[config.mk]
export PLATFORM = sky130hd
export DESIGN_NAME = mul_issue_ctrl
export DESIGN_NICKNAME = d
export VERILOG_FILES = /design/src/rtl/mul_pkg.sv /design/src/rtl/mul_issue_ctrl.sv
export SDC_FILE = /design/constraint.sdc
export NUM_CORES = 1
export LEC_CHECK = 0
export CAP_MARGIN = 5
export CORE_MARGIN = 2
export CORE_UTILIZATION = 40
export CTS_BUF_LIST = sky130_fd_sc_hd__clkbuf_4
export CTS_CLUSTER_SIZE = 8
export DETAILED_ROUTE_END_ITERATION = 10
export GPL_TIMING_DRIVEN = 0
export PLACE_DENSITY = 0.82
export REMOVE_ABC_BUFFERS = 1
export SETUP_SLACK_MARGIN = 0.2
export SLEW_MARGIN = 15
export SYNTH_ARGS = -nofsm -noshare
export SYNTH_HDL_FRONTEND = slang
export SYNTH_SLANG_ARGS = --single-unit
[constraint.sdc]
create_clock -name clk -period 7.55 [get_ports clk]
set_input_delay 2.265 -clock clk [delete_from_list [all_inputs] [get_ports clk]]
set_output_delay 2.265 -clock clk [all_outputs]
set_load 0.05 [all_outputs]
[src/rtl/mul_pkg.sv]
// Shared definitions for the multiplier issue front end: op encodings, FSM states and the
// product word selector.
package mul_pkg;

   localparam logic [1:0] MUL_W   = 2'b00;
   localparam logic [1:0] MULH_W  = 2'b01;
   localparam logic [1:0] MULH_WU = 2'b10;
   localparam logic [1:0] MUL_WU  = 2'b11;

   typedef enum logic [2:0] {
      StIdle  = 3'd0,
      StIssue = 3'd1,
      StWait  = 3'd2,
      StResp  = 3'd3,
      StDrain = 3'd4
   } mul_state_e;

   // High product word for MULH.W / MULH.WU, low word otherwise.
   function automatic logic sel_hi(input logic [1:0] op);
      return op[0] ^ op[1];
   endfunction

endpackage

[src/rtl/mul_issue_ctrl.sv]
// EX-stage front end for the 32x32 multiplier: accepts one request, launches it, selects the
// result word and returns it with its tag; handles flush and multiplier timeout.
module mul_issue_ctrl
   import mul_pkg::*;
#(
   parameter int unsigned TAG_W   = 5,
   parameter int unsigned MAX_LAT = 64
) (
   input  logic             clk,
   input  logic             reset,
   input  logic             in_valid,
   output logic             in_ready,
   input  logic [1:0]       in_op,
   input  logic [31:0]      in_src1,
   input  logic [31:0]      in_src2,
   input  logic [TAG_W-1:0] in_tag,
   input  logic             flush,
   output logic             mul_req,
   output logic [31:0]      mul_x,
   output logic [31:0]      mul_y,
   output logic             mul_signed,
   input  logic             mul_done,
   input  logic [63:0]      mul_result,
   output logic             out_valid,
   input  logic             out_ready,
   output logic [31:0]      out_data,
   output logic [TAG_W-1:0] out_tag,
   output logic             busy,
   output logic             err_timeout
);

   localparam int unsigned CntW = (MAX_LAT > 2) ? $clog2(MAX_LAT) : 1;

   mul_state_e      state_q, state_d;
   logic [1:0]      op_q;
   logic [CntW-1:0] lat_cnt_q;
   logic            lat_hit;
   logic            timeout;
   logic            accept;

   assign lat_hit = (lat_cnt_q == CntW'(MAX_LAT - 1));
   assign accept  = in_valid && in_ready;

   always_ff @(posedge clk or posedge reset) begin
      if (reset) begin
         state_q <= StIdle;
      end else begin
         state_q <= state_d;
      end
   end

   always_comb begin
      state_d = state_q;
      timeout = 1'b0;
      unique case (state_q)
         StIdle:  if (accept) state_d = StIssue;
         StIssue: state_d = flush ? StDrain : StWait;
         StWait: begin
            if (mul_done) begin
               state_d = flush ? StIdle : StResp;
            end else if (lat_hit) begin
               state_d = StIdle;
               timeout = 1'b1;
            end else if (flush) begin
               state_d = StDrain;
            end
         end
         // Flush wins over out_ready: nothing is delivered.
         StResp:  if (flush || out_ready) state_d = StIdle;
         StDrain: begin
            if (mul_done) begin
               state_d = StIdle;
            end else if (lat_hit) begin
               state_d = StIdle;
               timeout = 1'b1;
            end
         end
         default: state_d = StIdle;
      endcase
   end

   always_comb begin
      in_ready  = (state_q == StIdle) && !flush;
      out_valid = (state_q == StResp);
      busy      = (state_q != StIdle);
   end

   always_ff @(posedge clk or posedge reset) begin
      if (reset) begin
         op_q        <= MUL_W;
         mul_x       <= '0;
         mul_y       <= '0;
         mul_signed  <= 1'b0;
         mul_req     <= 1'b0;
         out_data    <= '0;
         out_tag     <= '0;
         lat_cnt_q   <= '0;
         err_timeout <= 1'b0;
      end else begin
         mul_req     <= (state_d == StIssue);
         err_timeout <= err_timeout | timeout;
         if (accept) begin
            op_q       <= in_op;
            mul_x      <= in_src1;
            mul_y      <= in_src2;
            mul_signed <= ~in_op[1];
            out_tag    <= in_tag;
         end
         if (state_q == StIssue) begin
            lat_cnt_q <= '0;
         end else if (state_q == StWait || state_q == StDrain) begin
            lat_cnt_q <= lat_cnt_q + 1'b1;
         end
         if (state_q == StWait && mul_done && !flush) begin
            out_data <= sel_hi(op_q) ? mul_result[63:32] : mul_result[31:0];
         end
      end
   end

endmodule

* Word level (Yosys, flattened, before mapping)
Index checks and enable logic that the tools add are counted.
** Storage, ports and cells
- Bits in registers :: 115
- Latch bits :: 0
- Memory bits (writable) :: 0
- Memory bits (read-only) :: 0
- Input port bits :: 141
- Output and inout port bits :: 107
- Logic and storage cells :: 47
- Memories kept :: 0
** Cells by class
- Add/subtract/negate cells :: 1
- $mul :: 0
- Div/mod/pow operators :: 0
- Order comparisons :: 0
- Eq/ne operators :: 6
- Shifts and indexed selects :: 0
- Mux-type cells :: 16
- Bitwise gates (word level) :: 3
- Reduce and logical (&&, ||, !) cells :: 11
** Operator list (count)
- 2-to-1 mux 32 bit :: 1
- 2-to-1 mux 3 bit :: 8
- case mux 3 bit (5 select lines) :: 1
- 2-to-1 mux 6 bit :: 2
- adder 6 x 1 -> 6 bit, second input constant :: 1
- == test 3 x 1 -> 1 bit, second input constant :: 2
- == test 3 x 2 -> 1 bit, second input constant :: 2
- == test 6 bit, second input constant :: 1
- logical AND 1 bit :: 4
- == test 3 bit, second input constant :: 1
- logical NOT 3 bit :: 1
- 2-to-1 mux 1 bit :: 3
- nonzero test 3 bit :: 1
- logical OR 1 bit :: 2
- 2-to-1 mux 2 bit :: 1
- nonzero test 2 bit :: 1
- OR reduction 2 bit :: 1
- logical NOT 1 bit :: 1
- inverter 1 bit :: 1
- OR 1 bit :: 1
- bitwise XOR 1 bit :: 1

* Longest topological paths before layout
- Depth in word-level cells :: 6
- Depth in mapped cells :: 7
- Gate-level depth less buffers :: 5

* Least setup slack after synthesis
OpenSTA, ideal clock, no wires.
- Path kind :: input to output
- Start point :: input flush
- End point :: output in_ready
- Arrival time :: 2816 ps
- Data required time :: 5285 ps
- Path slack :: 2469 ps
- Stages :: 1
- Path buffers :: 0
- Cell sequence :: nor4_4
** Between the ends
- Cells in the longest elaborated chain, start to end :: 2
** RTL lines
- start: declaration :: line mul_issue_ctrl.sv:17 : input logic flush,
- logical NOT 1 bit :: line mul_issue_ctrl.sv:83 : in_ready = (state_q == StIdle) && !flush;
- logical AND 1 bit :: line mul_issue_ctrl.sv:83
- end: declaration :: line mul_issue_ctrl.sv:12 : output logic in_ready,
No other way between the ends.

* Worst setup path in the final report
Same ends and word-level chain as after synthesis.

==> key figures <==
Yosys
  – Synth top area cells: dfrtp_1 58%, mux2_4 14%, mux2i_1 6.4%, mux2_2 5.9%, o21ai_0 4.1%
  – FF+latch count, synth: 115
  – Synth area leader: dfrtp_1
  – Async set-or-reset flop fraction in the synthesized netlist: 100%
  – Syn_area_per_cell: 13.4 sq um
  – Synthesized area: 0.00500 sq mm
  – Proportion of netlist area held by the largest area contributor: 57.6%
  – Syn. warnings: 0
  – Post-synthesis instance total: 372
  – Register area share after synthesis: 57.6%
  – Post-synth EDFFs: 0
  – Ys flop type: dfrtp_1
  – Post-synth cell types: 33

Clocking
  – Root Buffer Master: clkbuf_4
  – TritonCTS clock tree: yes
  – Inserted Clock Buffers: 17
  – Setup bufs post-CTS: 0
  – Post-CTS sizing: 0
  – CTS Sinks: 115
  – Deepest clock path buffer count: 2
  – Clock transition at the registers of the reported paths: 0.10 ns
  – H-tree depth: 4
  – Clock latency on the worst-skew pair: 0.51 ns
  – Hold Buf Count CTS: 0

Route
  – Detailed Routing Iterations Pass 1: 4
  – Routed len/inst: 15.6 um
  – Via density: 4.75
  – Total Routed Length: 12.6 mm
  – DRT iter0 DRCs: 140
  – Routed vias: 3811
  – Post-route ant nets: 0
  – DRC: 0

Worst setup path
  – Crit. End Element: output port
  – Worst path arrival time: 3.91 ns
  – CP Max Fanout: 5
  – Critical Path RT: 5.29 ns
  – Worst setup SP type: input port
  – Kind of critical path: input port to output port

Cells and area
  – Layout cells sized above 1: 17.8%
  – Final core occ: 65.5%
  – Area grow syn2layout: 58.6%
  – Diodes inserted: 0
  – Nets: 764
  – Fill cells: 908

Global route
  – Total global-route track usage: 19.0%
  – First-pass GRT wire length: 19.4 mm
  – Initial antenna violation count: 0
  – Largest net degree at the start of global routing: 65
  – Vias in the first global route: 3920
  – Grt ovf: 0

Pwr
  – Peak VDD IR: 324 uV
  – P_leak: 3.55 nW
  – Design Power: 3.62 mW
  – PwrDens: 457 mW/mm^2

Job
  – Max-cap violation count: 0

Die
  – Die ar.: 0.0134 sq mm
  – IO Pins: 248
  – Initial Util: 41.3%
  – Die W: 116 um
  – Core area: 0.0121 sq mm
  – Die height: 116 um
  – FP Rows: 40

Timing
  – Worst slew pin tran: 0.781 ns
  – Max-slew headroom: 47.7%
  – RSZ-0062 raised after global routing: false
  – Hold violation count in the final report: 0
  – Final Max Tran Viols: 0
  – Fmax: 162 MHz
  – Final min period: 6.17 ns
  – Layout Skew: 0.0135 ns
  – Endpoints failing setup: 0
  – Final setup TNS: 0 ns
  – Final Cycle Share: 81.8%

Placement
  – Detailed Place HPWL: 9.59 mm
  – Final GP Congestion: 0.863
  – Number of I/O port buffers: 247

Min path
  – Worst hold path type: register to register

Outcome
  – Status: finished clean
[cell usage in the layout (no fill, tap or decap), types with 6 or more instances in the layout]
| cell type | synthesis | final |
|---|---|---|
| clkbuf_4 | 0 | 17 |
| mux2_2 | 26 | 26 |
| nand2_1 | 42 | 41 |
| a21oi_1 | 6 | 6 |
| dfrtp_1 | 115 | 115 |
| clkdlybuf4s50_1 | 0 | 247 |
| mux2_4 | 46 | 46 |
| mux2i_1 | 32 | 32 |
| clkinvlp_4 | 0 | 6 |
| o21ai_0 | 41 | 41 |
| nor2_1 | 7 | 7 |
[logic make-up (layout without fill, tap and decap cells)]
family	after synthesis	after routing	share of synthesized area, %
XOR/XNOR	4	4	0.701
AO/OA/AOI/OAI	60	60	6.66
flip-flops	115	115	57.6
buffers and inverters	27	290	3.28
adder cells (fa/ha/maj)	1	1	0.250
AND/OR/NAND/NOR	61	61	5.46
multiplexers	104	104	26.1
[critical path: stages]
cell and delay (ns):
clkdlybuf4s50_1 0.52, nor4_4 0.25, clkdlybuf4s50_1 0.87
[synthesized netlist by cell type, types with 2 or more instances]
| master | count |
|---|---|
| buf_4 | 3 |
| nor2_1 | 7 |
| inv_1 | 4 |
| nand2_1 | 42 |
| o21ai_0 | 41 |
| nor3_1 | 3 |
| a21oi_1 | 6 |
| mux2_4 | 46 |
| mux2i_1 | 32 |
| nand2b_1 | 2 |
| clkbuf_1 | 8 |
| mux2_2 | 26 |
| a21boi_0 | 3 |
| buf_6 | 6 |
| buf_2 | 5 |
| dfrtp_1 | 115 |
| o211ai_1 | 2 |
| xor2_1 | 3 |
| a31oi_1 | 2 |
| and3_1 | 3 |
[final cells by class]
type | count | area, sq um | share of cell area [%]
tap | 168 | 210 | 2.65
multi-input combinational | 230 | 1970 | 24.9
inverter | 4 | 20.0 | 0.252
clock buffer | 17 | 128 | 1.61
clock inverter | 15 | 141 | 1.78
sequential | 115 | 2880 | 36.3
timing repair buffer | 254 | 2580 | 32.5
[power breakdown]
part	internal [mW]	total, mW	switching, mW
logic	0.857	2.16	1.30
clock network	0.192	0.427	0.235
registers	0.875	1.04	0.162
[per-layer routing]
layer / vias up / GRT usage [%] / share of wire [%]
met5: - / 0 / 0
met4: 0 / 7.30 / 1.9
met3: 19 / 8.00 / 8.7
met2: 165 / 32.8 / 52
met1: 1816 / 20.7 / 37
li1: 1811 / - / -
[state kept, by name, indices dropped and copies added (netlist names)]
name,cells
op_q,2
out_data,32
mul_req,1
lat_cnt_q,6
mul_x,32
state_q,3
out_tag,5
mul_y,32
mul_signed,1
err_timeout,1
[per-stage QoR]
stage	worst slack, ns	std cells	instance area (sq um)	hold slack, ns
4_1_cts	1.37	803	7930	0.494
6_report	1.38	803	7930	0.489
3_5_place_dp	1.38	771	7660	0.470
5_1_grt	1.32	803	7930	0.512
3_3_place_gp	0.700	764	7530	0.462
2_1_floorplan	1.86	349	4850	0.501
[path summary, 6_finish.rpt]
path	to	depth (start not counted)	slack [ns]	start
setup reg to reg	op_q[1]$_DFFE_PP0P_	4	5.21	state_q[1]$_DFF_PP0_
setup / recovery	in_ready	3	1.38	flush
hold / removal	out_data[28]$_DFFE_PP0P_	2	0.49	out_data[28]$_DFFE_PP0P_
max in group asynchronous	out_data[24]$_DFFE_PP0P_	3	4.67	reset
hold reg to reg	out_data[28]$_DFFE_PP0P_	2	0.49	out_data[28]$_DFFE_PP0P_
min in group asynchronous	mul_x[7]$_DFFE_PP0P_	2	2.21	reset
(Power assumes the default switching activity.)
